File: config.mk
export PLATFORM = sky130hd
export DESIGN_NAME = vend_controller
export DESIGN_NICKNAME = d
export VERILOG_FILES = /design/src/rtl/vend_controller.sv
export SDC_FILE = /design/constraint.sdc
export NUM_CORES = 1
export LEC_CHECK = 0
export CAP_MARGIN = 20
export CORE_ASPECT_RATIO = 0.9
export CORE_MARGIN = 5
export CORE_UTILIZATION = 57
export DETAILED_ROUTE_END_ITERATION = 7
export HOLD_SLACK_MARGIN = 0.15
export PLACE_DENSITY = 0.81
export SETUP_SLACK_MARGIN = 0.3
export SLEW_MARGIN = 20
export SYNTH_ARGS = -nofsm -noshare
export SYNTH_HDL_FRONTEND = slang
export SYNTH_SLANG_ARGS = --single-unit
File: constraint.sdc
create_clock -name vend_clk -period 4.7 [get_ports vend_clk]
set_clock_uncertainty 0.1 [all_clocks]
set_input_delay 0.94 -clock vend_clk [delete_from_list [all_inputs] [get_ports vend_clk]]
set_output_delay 0.94 -clock vend_clk [all_outputs]
set_load 0.02 [all_outputs]
File: src/rtl/vend_controller.sv
// Vending sequencer: product selection, keystroke-counter control, coin credit,
// and dispense/change handshakes toward the mechanism drivers.
module vend_controller #(
   parameter int PRICE0  = 3,
   parameter int PRICE1  = 5,
   parameter int PRICE2  = 8,
   parameter int PRICE3  = 12,
   parameter int TIMEOUT = 1000
) (
   input  logic       vend_clk,
   input  logic       vend_reset,
   input  logic       sel_valid,
   input  logic [1:0] sel_id,
   input  logic       confirm,
   input  logic       cancel,
   input  logic       coin_valid,
   input  logic [1:0] coin_code,
   input  logic [3:0] cnt_count,
   input  logic       cnt_overflow,
   output logic       cnt_enable,
   output logic       cnt_reset_n,
   output logic       coin_reject,
   output logic       qty_full,
   output logic       dispense_valid,
   output logic [1:0] dispense_id,
   output logic [2:0] dispense_qty,
   input  logic       dispense_ack,
   output logic       change_valid,
   output logic [9:0] change_amount,
   input  logic       change_ack,
   output logic [2:0] state
);

   typedef enum logic [2:0] {
      IDLE     = 3'd0,
      SELECT   = 3'd1,
      PAY      = 3'd2,
      DISPENSE = 3'd3,
      CHANGE   = 3'd4
   } state_t;

   localparam int TW = $clog2(TIMEOUT + 1);

   state_t         st;
   logic [1:0]     item;
   logic [2:0]     qty;
   logic [9:0]     total;
   logic [9:0]     credit;
   logic [TW-1:0]  timer;

   logic           coin_ok;
   logic [9:0]     coin_val;
   logic [10:0]    credit_sum;
   logic [9:0]     credit_next;
   logic [2:0]     qty_sel;
   logic [9:0]     unit_price;
   logic [9:0]     total_calc;
   logic           timeout_hit;

   assign state = st;

   assign coin_ok = coin_valid && (coin_code != 2'b00);

   always_comb begin
      coin_val = 10'd0;
      if (coin_valid) begin
         case (coin_code)
            2'b01:   coin_val = 10'd1;
            2'b10:   coin_val = 10'd5;
            2'b11:   coin_val = 10'd10;
            default: coin_val = 10'd0;
         endcase
      end
   end

   // Credit saturates rather than wrapping so a stuffed machine never loses money.
   assign credit_sum  = {1'b0, credit} + {1'b0, coin_val};
   assign credit_next = credit_sum[10] ? 10'd1023 : credit_sum[9:0];

   assign qty_sel = (cnt_count >= 4'd4) ? 3'd4 : cnt_count[2:0];

   always_comb begin
      unit_price = 10'(PRICE0);
      case (item)
         2'd1:    unit_price = 10'(PRICE1);
         2'd2:    unit_price = 10'(PRICE2);
         2'd3:    unit_price = 10'(PRICE3);
         default: unit_price = 10'(PRICE0);
      endcase
   end

   assign total_calc = unit_price * {7'd0, qty_sel};

   // A coin in the expiring cycle restarts the wait instead of refunding.
   assign timeout_hit = (timer == TW'(TIMEOUT - 1)) && !coin_ok;

   always_ff @(posedge vend_clk or negedge vend_reset) begin
      if (!vend_reset) begin
         st             <= IDLE;
         item           <= 2'd0;
         qty            <= 3'd0;
         total          <= 10'd0;
         credit         <= 10'd0;
         timer          <= '0;
         cnt_enable     <= 1'b0;
         cnt_reset_n    <= 1'b0;
         coin_reject    <= 1'b0;
         qty_full       <= 1'b0;
         dispense_valid <= 1'b0;
         dispense_id    <= 2'd0;
         dispense_qty   <= 3'd0;
         change_valid   <= 1'b0;
         change_amount  <= 10'd0;
      end else begin
         coin_reject <= 1'b0;
         case (st)
            IDLE: begin
               cnt_enable  <= 1'b0;
               cnt_reset_n <= 1'b1;
               qty_full    <= 1'b0;
               if (coin_ok) coin_reject <= 1'b1;
               if (sel_valid) begin
                  item        <= sel_id;
                  cnt_reset_n <= 1'b0;
                  cnt_enable  <= 1'b1;
                  st          <= SELECT;
               end
            end

            SELECT: begin
               cnt_enable  <= 1'b1;
               cnt_reset_n <= 1'b1;
               qty_full    <= cnt_overflow;
               if (coin_ok) coin_reject <= 1'b1;
               if (cancel) begin
                  cnt_enable <= 1'b0;
                  qty_full   <= 1'b0;
                  st         <= IDLE;
               end else if (sel_valid) begin
                  item        <= sel_id;
                  cnt_reset_n <= 1'b0;
               end else if (confirm && (cnt_count != 4'd0)) begin
                  qty        <= qty_sel;
                  total      <= total_calc;
                  credit     <= 10'd0;
                  timer      <= '0;
                  cnt_enable <= 1'b0;
                  st         <= PAY;
               end
            end

            PAY: begin
               credit <= credit_next;
               if (credit >= total) begin
                  dispense_valid <= 1'b1;
                  dispense_id    <= item;
                  dispense_qty   <= qty;
                  st             <= DISPENSE;
               end else if (cancel || timeout_hit) begin
                  timer <= '0;
                  if (credit_next == 10'd0) begin
                     total    <= 10'd0;
                     qty_full <= 1'b0;
                     st       <= IDLE;
                  end else begin
                     change_valid  <= 1'b1;
                     change_amount <= credit_next;
                     st            <= CHANGE;
                  end
               end else begin
                  timer <= coin_ok ? '0 : timer + 1'b1;
               end
            end

            DISPENSE: begin
               if (coin_ok) coin_reject <= 1'b1;
               if (dispense_ack) begin
                  dispense_valid <= 1'b0;
                  dispense_id    <= 2'd0;
                  dispense_qty   <= 3'd0;
                  if (credit > total) begin
                     change_valid  <= 1'b1;
                     change_amount <= credit - total;
                     st            <= CHANGE;
                  end else begin
                     credit   <= 10'd0;
                     total    <= 10'd0;
                     qty_full <= 1'b0;
                     st       <= IDLE;
                  end
               end
            end

            CHANGE: begin
               if (coin_ok) coin_reject <= 1'b1;
               if (change_ack) begin
                  change_valid  <= 1'b0;
                  change_amount <= 10'd0;
                  credit        <= 10'd0;
                  total         <= 10'd0;
                  qty_full      <= 1'b0;
                  st            <= IDLE;
               end
            end

            default: st <= IDLE;
         endcase
      end
   end

endmodule

==> summary.md, run 1 <==
| Metric | Value |
|---|---|
| Status | `finished clean` |
| Diode count | `0` |
| Sequential element share of the synthesized area | `38.5%` |
| Tot GR Track Use | `23.3%` |
| Hold Slack | `0.381 ns` |
| Post-route minimum period | `3.99 ns` |
| Post-DR vias/cell | `5.96` |
| Routed wire per std cell | `16.9 um` |
| Design Area, Final | `4370 um2` |
| Multi-input gate area | `2130 um2` |
| Pre-CTS setup slack | `-0.318 ns` |
| Yosys top cell by area | `dfrtp_1` |
| Worst hold path class | `register to register` |
| Initial drt markers | `217` |
| Placer Congestion | `0.929` |
| Max Cap Viol | `0` |
| Measured slew at the worst slew-check pin | `0.862 ns` |
| H-tree levels | `2` |
| WL final | `9000 um` |
| YS warnings | `0` |
| Setup slack, reg-to-reg | `1.32 ns` |
| Non-filler instance count after layout | `532` |
| Total power per unit cell area | `572 nW/um2` |
| Hold EP | `dispense_valid$_DFFE_PN0P_` |
| Unique masters post-synth | `53` |
| GRT overflow | `0` |
| Filler instances | `493` |
| Fin util | `71.0%` |
| Area of the die | `8080 um2` |
| Critical path endpoint category | `register` |
| Post-Syn Nets | `437` |
| Hold buffer count at CTS | `0` |
| Hold Path Origin | `dispense_valid$_DFFE_PN0P_` |
| #FFs+latches synth | `56` |
| NumNets Final | `487` |
| IO Port Bufs | `40` |
| First-pass GRT wire length | `15000 um` |
| # IOs | `41` |
| Reg clk slew, reported paths | `0.09 ns` |
| Worst Slack Setup Final | `0.710 ns` |
| Drt first pass iters | `5` |
| CTS Buf Count | `5` |
| Vias in the first global route | `3057` |
| Final setup fails | `0` |
| Largest net degree at the start of global routing | `57` |
| Initial antenna violation count | `0` |
| Max Transition Viols Final | `0` |
| Die width | `94.2 um` |
| Placed cell area | `4200 um2` |
| Startpoint Class | `input port` |
| Yosys top cell area share | `38.5%` |
| CTS Root Buffer Type | `clkbuf_8` |
| Via count | `3169` |
| R2R Path Start | `credit[5]$_DFFE_PN0P_` |
| RSZ-0062 raised after global routing | `no` |
| CTS tree | `done` |
| Avg Inst Size Synth | `9.23 um2` |
| Die Y-Extent | `85.8 um` |
| Most used DFF post-synth | `dfrtp_1` |
| Clk_lat worst skew | `0.31 ns` |
| Final Hold Viols | `0` |
| Placed cell count | `523` |
| CTS Sinks | `56` |
| P_leak | `0.00205 uW` |
| Tcrit/Tclk final | `84.9%` |
| Fmax | `0.251 GHz` |
| Syn Inst Count | `394` |
| Clock Tree Buf Depth | `2` |
| CP max FO | `7` |
| DP Wirelength | `6560 um` |
| Total area of sequential cells | `1400 um2` |
| Slew HR | `41.0%` |
| Area contributors post-synth | `dfrtp_1, ha_1, o21ai_0` |
| Number of flops mapped to enable cells by yosys | `0` |
| Post-Syn Area | `3640 um2` |
| Syn-to-layout area delta | `20.0%` |
| Crit path required time | `4.79 ns` |
| Share of cells above drive strength 1 | `13.0%` |
| Drt drc | `0` |
| Num rows | `27` |
| Post-synth top cells | `dfrtp_1, o21ai_0, nor2_1` |
| R2R Path End | `total[0]$_DFFE_PN0P_` |
| Worst reg-to-reg path cell count | `8` |
| WP data arrival | `4.08 ns` |
| Critical Setup Path Class | `input port to register` |
| ANT nets after route | `0` |
| Most numerous cell in the Yosys netlist | `dfrtp_1` |
| Max VDD drop | `0.397 mV` |
| Initial Util | `59.2%` |
| Hold Path Depth | `1` |
| Core box area | `6150 um2` |
| Fraction of registers with async set/reset | `100%` |
-- metal layers --
metal / global-route usage [%] / share of wire, % / vias up
met1: 33.0 / 45 / 1554
met2: 37.9 / 49 / 78
li1: - / - / 1528
met3: 3.42 / 4.3 / 9
met5: 0 / 0 / -
met4: 5.51 / 0.92 / 0
-- sequential cells by signal, indices dropped and copies added (netlist names) --
register / count
coin_reject: 1
item: 2
cnt_reset_n: 1
dispense_id: 2
dispense_valid: 1
state: 3
timer: 10
cnt_enable: 1
qty_full: 1
dispense_qty: 3
change_amount: 10
qty: 3
total: 7
credit: 10
change_valid: 1
-- how the worst max path moves through the flow --
stage                 startpoint              endpoint  slack, ns  depth (start not counted)
finish                coin_valid  total[0]$_DFFE_PN0P_       0.71                         10
floorplan           coin_code[0]  total[0]$_DFFE_PN0P_       0.34                         13
CTS                 coin_code[0]  total[0]$_DFFE_PN0P_       0.30                         13
detailed placement  coin_code[0]  total[4]$_DFFE_PN0P_      -0.32                         13
global placement    coin_code[0]  total[6]$_DFFE_PN0P_      -0.20                         13
global route          coin_valid  total[0]$_DFFE_PN0P_       0.54                         10
-- critical path, stage by stage --
cell and delay, ns:
clkdlybuf4s50_1 0.46, and2_1 0.20, buf_4 0.15, ha_1 0.42
nor3b_1 0.43, o2111ai_2 0.19, mux2i_2 0.27, a41oi_2 0.18
or4_4 0.62, a22o_1 0.23
-- cells in the final DEF, fill, tap and decap left out, types with 3 or more instances in the layout --
cell,count
dfrtp_1,56
o21ai_0,38
clkdlybuf4s50_1,37
nor2_1,32
inv_1,26
nand2_1,26
ha_1,20
buf_4,18
a21oi_1,15
nand3_1,13
a22o_1,13
nand2b_1,12
mux2_2,12
and3_1,8
a21o_1,8
nor3_1,7
o22ai_1,7
or2_2,6
nand4_1,6
clkbuf_8,6
and2_1,5
xnor2_1,5
a211oi_1,5
xor2_1,5
fa_1,4
mux2i_1,3
-- cell type report --
class | instances | area share [%]
Tap cell | 87 | 2.49
Sequential cell | 56 | 32.1
Timing Repair Buffer | 58 | 12.3
Clock inverter | 1 | 0.172
Multi-Input combinational cell | 297 | 48.8
Inverter | 26 | 2.24
Clock buffer | 7 | 1.98
-- per-stage QoR --
step	power, uW	TNS, ns
6_report	2500	0
5_1_grt	2690	0
4_1_cts	2460	0
3_5_place_dp	2160	-2.98
3_3_place_gp	2110	-1.28
2_1_floorplan	1710	0
-- what timing repair did --
| action | CTS | global route |
|---|---|---|
| hold endpoints to repair | 0 | 0 |
| gates resized for setup | 4 | 10 |
| pin swaps | 3 | 7 |
| setup buffers | 0 | 1 |
| endpoints found under the setup margin | 17 | 17 |
-- cells by family after synthesis --
| kind of cell | synth area share [%] |
|---|---|
| fa+ha+maj | 9.98 |
| mux | 5.13 |
| simple gates | 19.7 |
| buf+inv | 4.58 |
| xor+xnor | 2.41 |
| compound gates | 19.6 |
| flops | 38.5 |
-- power breakdown --
part	switching [uW]	leakage, uW	total (uW)	internal [uW]
sequential	127	0.000741	744	618
combinational	831	0.00127	1480	648
clock	155	0.0000445	275	120
total	1110	0.00205	2500	1390
(Power assumes the default switching activity.)
==> run 2, diff against run 1 <==
--- a/config.mk
+++ b/config.mk
@@ -8,10 +8,10 @@
 export CAP_MARGIN = 20
 export CORE_ASPECT_RATIO = 0.9
 export CORE_MARGIN = 5
-export CORE_UTILIZATION = 57
+export CORE_UTILIZATION = 51
 export DETAILED_ROUTE_END_ITERATION = 7
 export HOLD_SLACK_MARGIN = 0.15
-export PLACE_DENSITY = 0.81
+export PLACE_DENSITY = 0.76
 export SETUP_SLACK_MARGIN = 0.3
 export SLEW_MARGIN = 20
 export SYNTH_ARGS = -nofsm -noshare
==> constraint.sdc (replaced) <==
create_clock -name vend_clk -period 3.3 [get_ports vend_clk]
set_clock_uncertainty 0.1 [all_clocks]
set_input_delay 0.66 -clock vend_clk [delete_from_list [all_inputs] [get_ports vend_clk]]
set_output_delay 0.66 -clock vend_clk [all_outputs]
set_load 0.02 [all_outputs]
==> run 2 against run 1 <==
Against the previous run: the flow now finishes with violations (negative setup slack); setup slack got worse by 0.95 ns; global-route usage down 1.3 points; utilization is 1.9 points lower; non-clock buffer count up 40; design area rose by 11%; combinational power increased by 66%; flip-flop and latch count unchanged; worst hold slack worse by 0.13 ns; critical endpoint is now total[6]$_DFFE_PN0P_.
==> summary.md, run 2 (synthesis results as in run 1) <==
| Metric | Value |
|---|---|
| NumNets Final | `527` |
| Max Cap Viol | `0` |
| Measured slew at the worst slew-check pin | `0.835 ns` |
| Clock Tree Buf Depth | `2` |
| Filler instances | `512` |
| Area of the die | `8920 um2` |
| Clk_lat worst skew | `0.32 ns` |
| Fmax | `0.283 GHz` |
| Post-route minimum period | `3.54 ns` |
| Commonest non-fill, non-tap cells in the layout | `dfrtp_1, buf_4, o21ai_0, clkdlybuf4s50_1, nor2_1` |
| Max VDD drop | `0.446 mV` |
| Critical path endpoint category | `register` |
| CTS Buf Count | `5` |
| CP max FO | `7` |
| Status | `complete, but fails checks` |
| Initial drt markers | `283` |
| H-tree levels | `2` |
| Total area of sequential cells | `1400 um2` |
| Reg clk slew, reported paths | `0.11 ns` |
| Startpoint Class | `input port` |
| Final Hold Viols | `0` |
| Max Transition Viols Final | `0` |
| Tot GR Track Use | `22.0%` |
| WP data arrival | `3.65 ns` |
| Die width | `99.0 um` |
| Initial antenna violation count | `0` |
| RSZ-0062 raised after global routing | `yes` |
| Largest net degree at the start of global routing | `28` |
| Hold buffer count at CTS | `0` |
| Commonest non-fill, non-tap cell in the layout | `dfrtp_1` |
| First-pass GRT wire length | `16200 um` |
| Placer Congestion | `0.946` |
| Worst hold path class | `input port to async pin` |
| Total power per unit cell area | `807 nW/um2` |
| CTS Sinks | `56` |
| WL final | `9970 um` |
| CTS Root Buffer Type | `clkbuf_8` |
| Drt first pass iters | `7` |
| Diode count | `0` |
| CP Cell Sequence | `buf_12 > inv_12 > ha_4 > and2_4 > ha_4 > fa_2 > a211o_1 > buf_6 > nand4_1 > mux2i_1 > and2_1 > a41oi_2 > or4_4 > a22o_1` |
| DP Wirelength | `7150 um` |
| Critical Setup Path Class | `input port to register` |
| Crit-path slowest cell | `or4_4` |
| Largest regs | `change_amount x10, credit x10, timer x10` |
| CTS tree | `done` |
| Biggest cell delay along the critical path | `0.59 ns` |
| GRT overflow | `0` |
| Total power | `3900 uW` |
| Worst Slack Setup Final | `-0.236 ns` |
| Die Y-Extent | `90.1 um` |
| ANT nets after route | `0` |
| Routed wire per std cell | `17.2 um` |
| # IOs | `41` |
| Final setup fails | `18` |
| Multi-input gate area | `2250 um2` |
| Initial Util | `51.9%` |
| Num rows | `29` |
| Via count | `3423` |
| Failing checks | `negative setup slack` |
| Tcrit/Tclk final | `107%` |
| Core box area | `7000 um2` |
| IO Port Bufs | `40` |
| Syn-to-layout area delta | `33.0%` |
| Crit path required time | `3.42 ns` |
| CP dominant cell by count | `ha_4` |
| Hold Slack | `0.250 ns` |
| Share of cells above drive strength 1 | `23.3%` |
| Drt drc | `0` |
| Post-DR vias/cell | `5.92` |
| P_leak | `0.00230 uW` |
| Slew HR | `43.9%` |
| Vias in the first global route | `3271` |
[run 2: area by class of cell]
class                           instances  share of cell area (%)
Multi-Input combinational cell        297                    46.6
Sequential cell                        56                    29.0
Timing Repair Buffer                   98                    18.0
Tap cell                               93                    2.41
Inverter                               26                    2.33
Clock buffer                            6                    1.50
Clock inverter                          2                   0.285
[run 2: routing by layer]
layer | global-route usage [%] | wire length [um]
met1 | 31.2 | 4450
met2 | 34.5 | 4700
met3 | 3.33 | 593
met4 | 7.28 | 222
met5 | 0 | 0
[run 2: where the power goes]
| part | internal [uW] | switching, uW |
|---|---|---|
| Combinational | 1150 | 1300 |
| Clock | 152 | 233 |
| Sequential | 880 | 185 |
[run 2: final timing paths]
| path | slack (ns) | endpoint | depth (start not counted) | start |
|---|---|---|---|---|
| worst max-delay path | -0.24 | total[6]$_DFFE_PN0P_ | 14 | coin_code[1] |
| worst min-delay path | 0.25 | timer[7]$_DFFE_PN0P_ | 1 | vend_reset |
| worst max register to register | 0.10 | total[6]$_DFFE_PN0P_ | 10 | credit[0]$_DFFE_PN0P_ |
| worst min register to register | 0.38 | dispense_valid$_DFFE_PN0P_ | 1 | dispense_valid$_DFFE_PN0P_ |
| max in group asynchronous | 2.17 | credit[1]$_DFFE_PN0P_ | 2 | vend_reset |
| min in group vend_clk | 0.38 | dispense_valid$_DFFE_PN0P_ | 1 | dispense_valid$_DFFE_PN0P_ |
[run 2: critical path, delay by kind of cell]
| family | cells | cell delay (ns) |
|---|---|---|
| multiplexers | 1 | 0.28 |
| adder cells (fa/ha/maj) | 3 | 0.68 |
| AND/OR/NAND/NOR | 4 | 1.05 |
| buffers and inverters | 3 | 0.29 |
| AO/OA/AOI/OAI | 3 | 0.67 |
[run 2: metrics by stage]
stage | setup slack (ns) | instance area (um2) | setup TNS (ns) | util, % | cells
2_1_floorplan | -0.363 | 3720 | -5.10 | - | 394
3_3_place_gp | -1.12 | 4550 | -20.92 | 65.0 | 563
3_5_place_dp | -1.21 | 4550 | -22.98 | 65.0 | 563
4_1_cts | -0.162 | 4740 | -2.05 | 67.6 | 576
5_1_grt | -0.320 | 4840 | -5.05 | 69.1 | 578
6_report | -0.236 | 4840 | -3.62 | 69.1 | 578
[run 2: what timing repair did]
action / CTS / global route
buffers inserted: 5 / 2
endpoints found under the setup margin: 30 / 27
resized for setup: 27 / 17
pin swaps: 10 / 13
endpoints found under the hold margin: 0 / 0
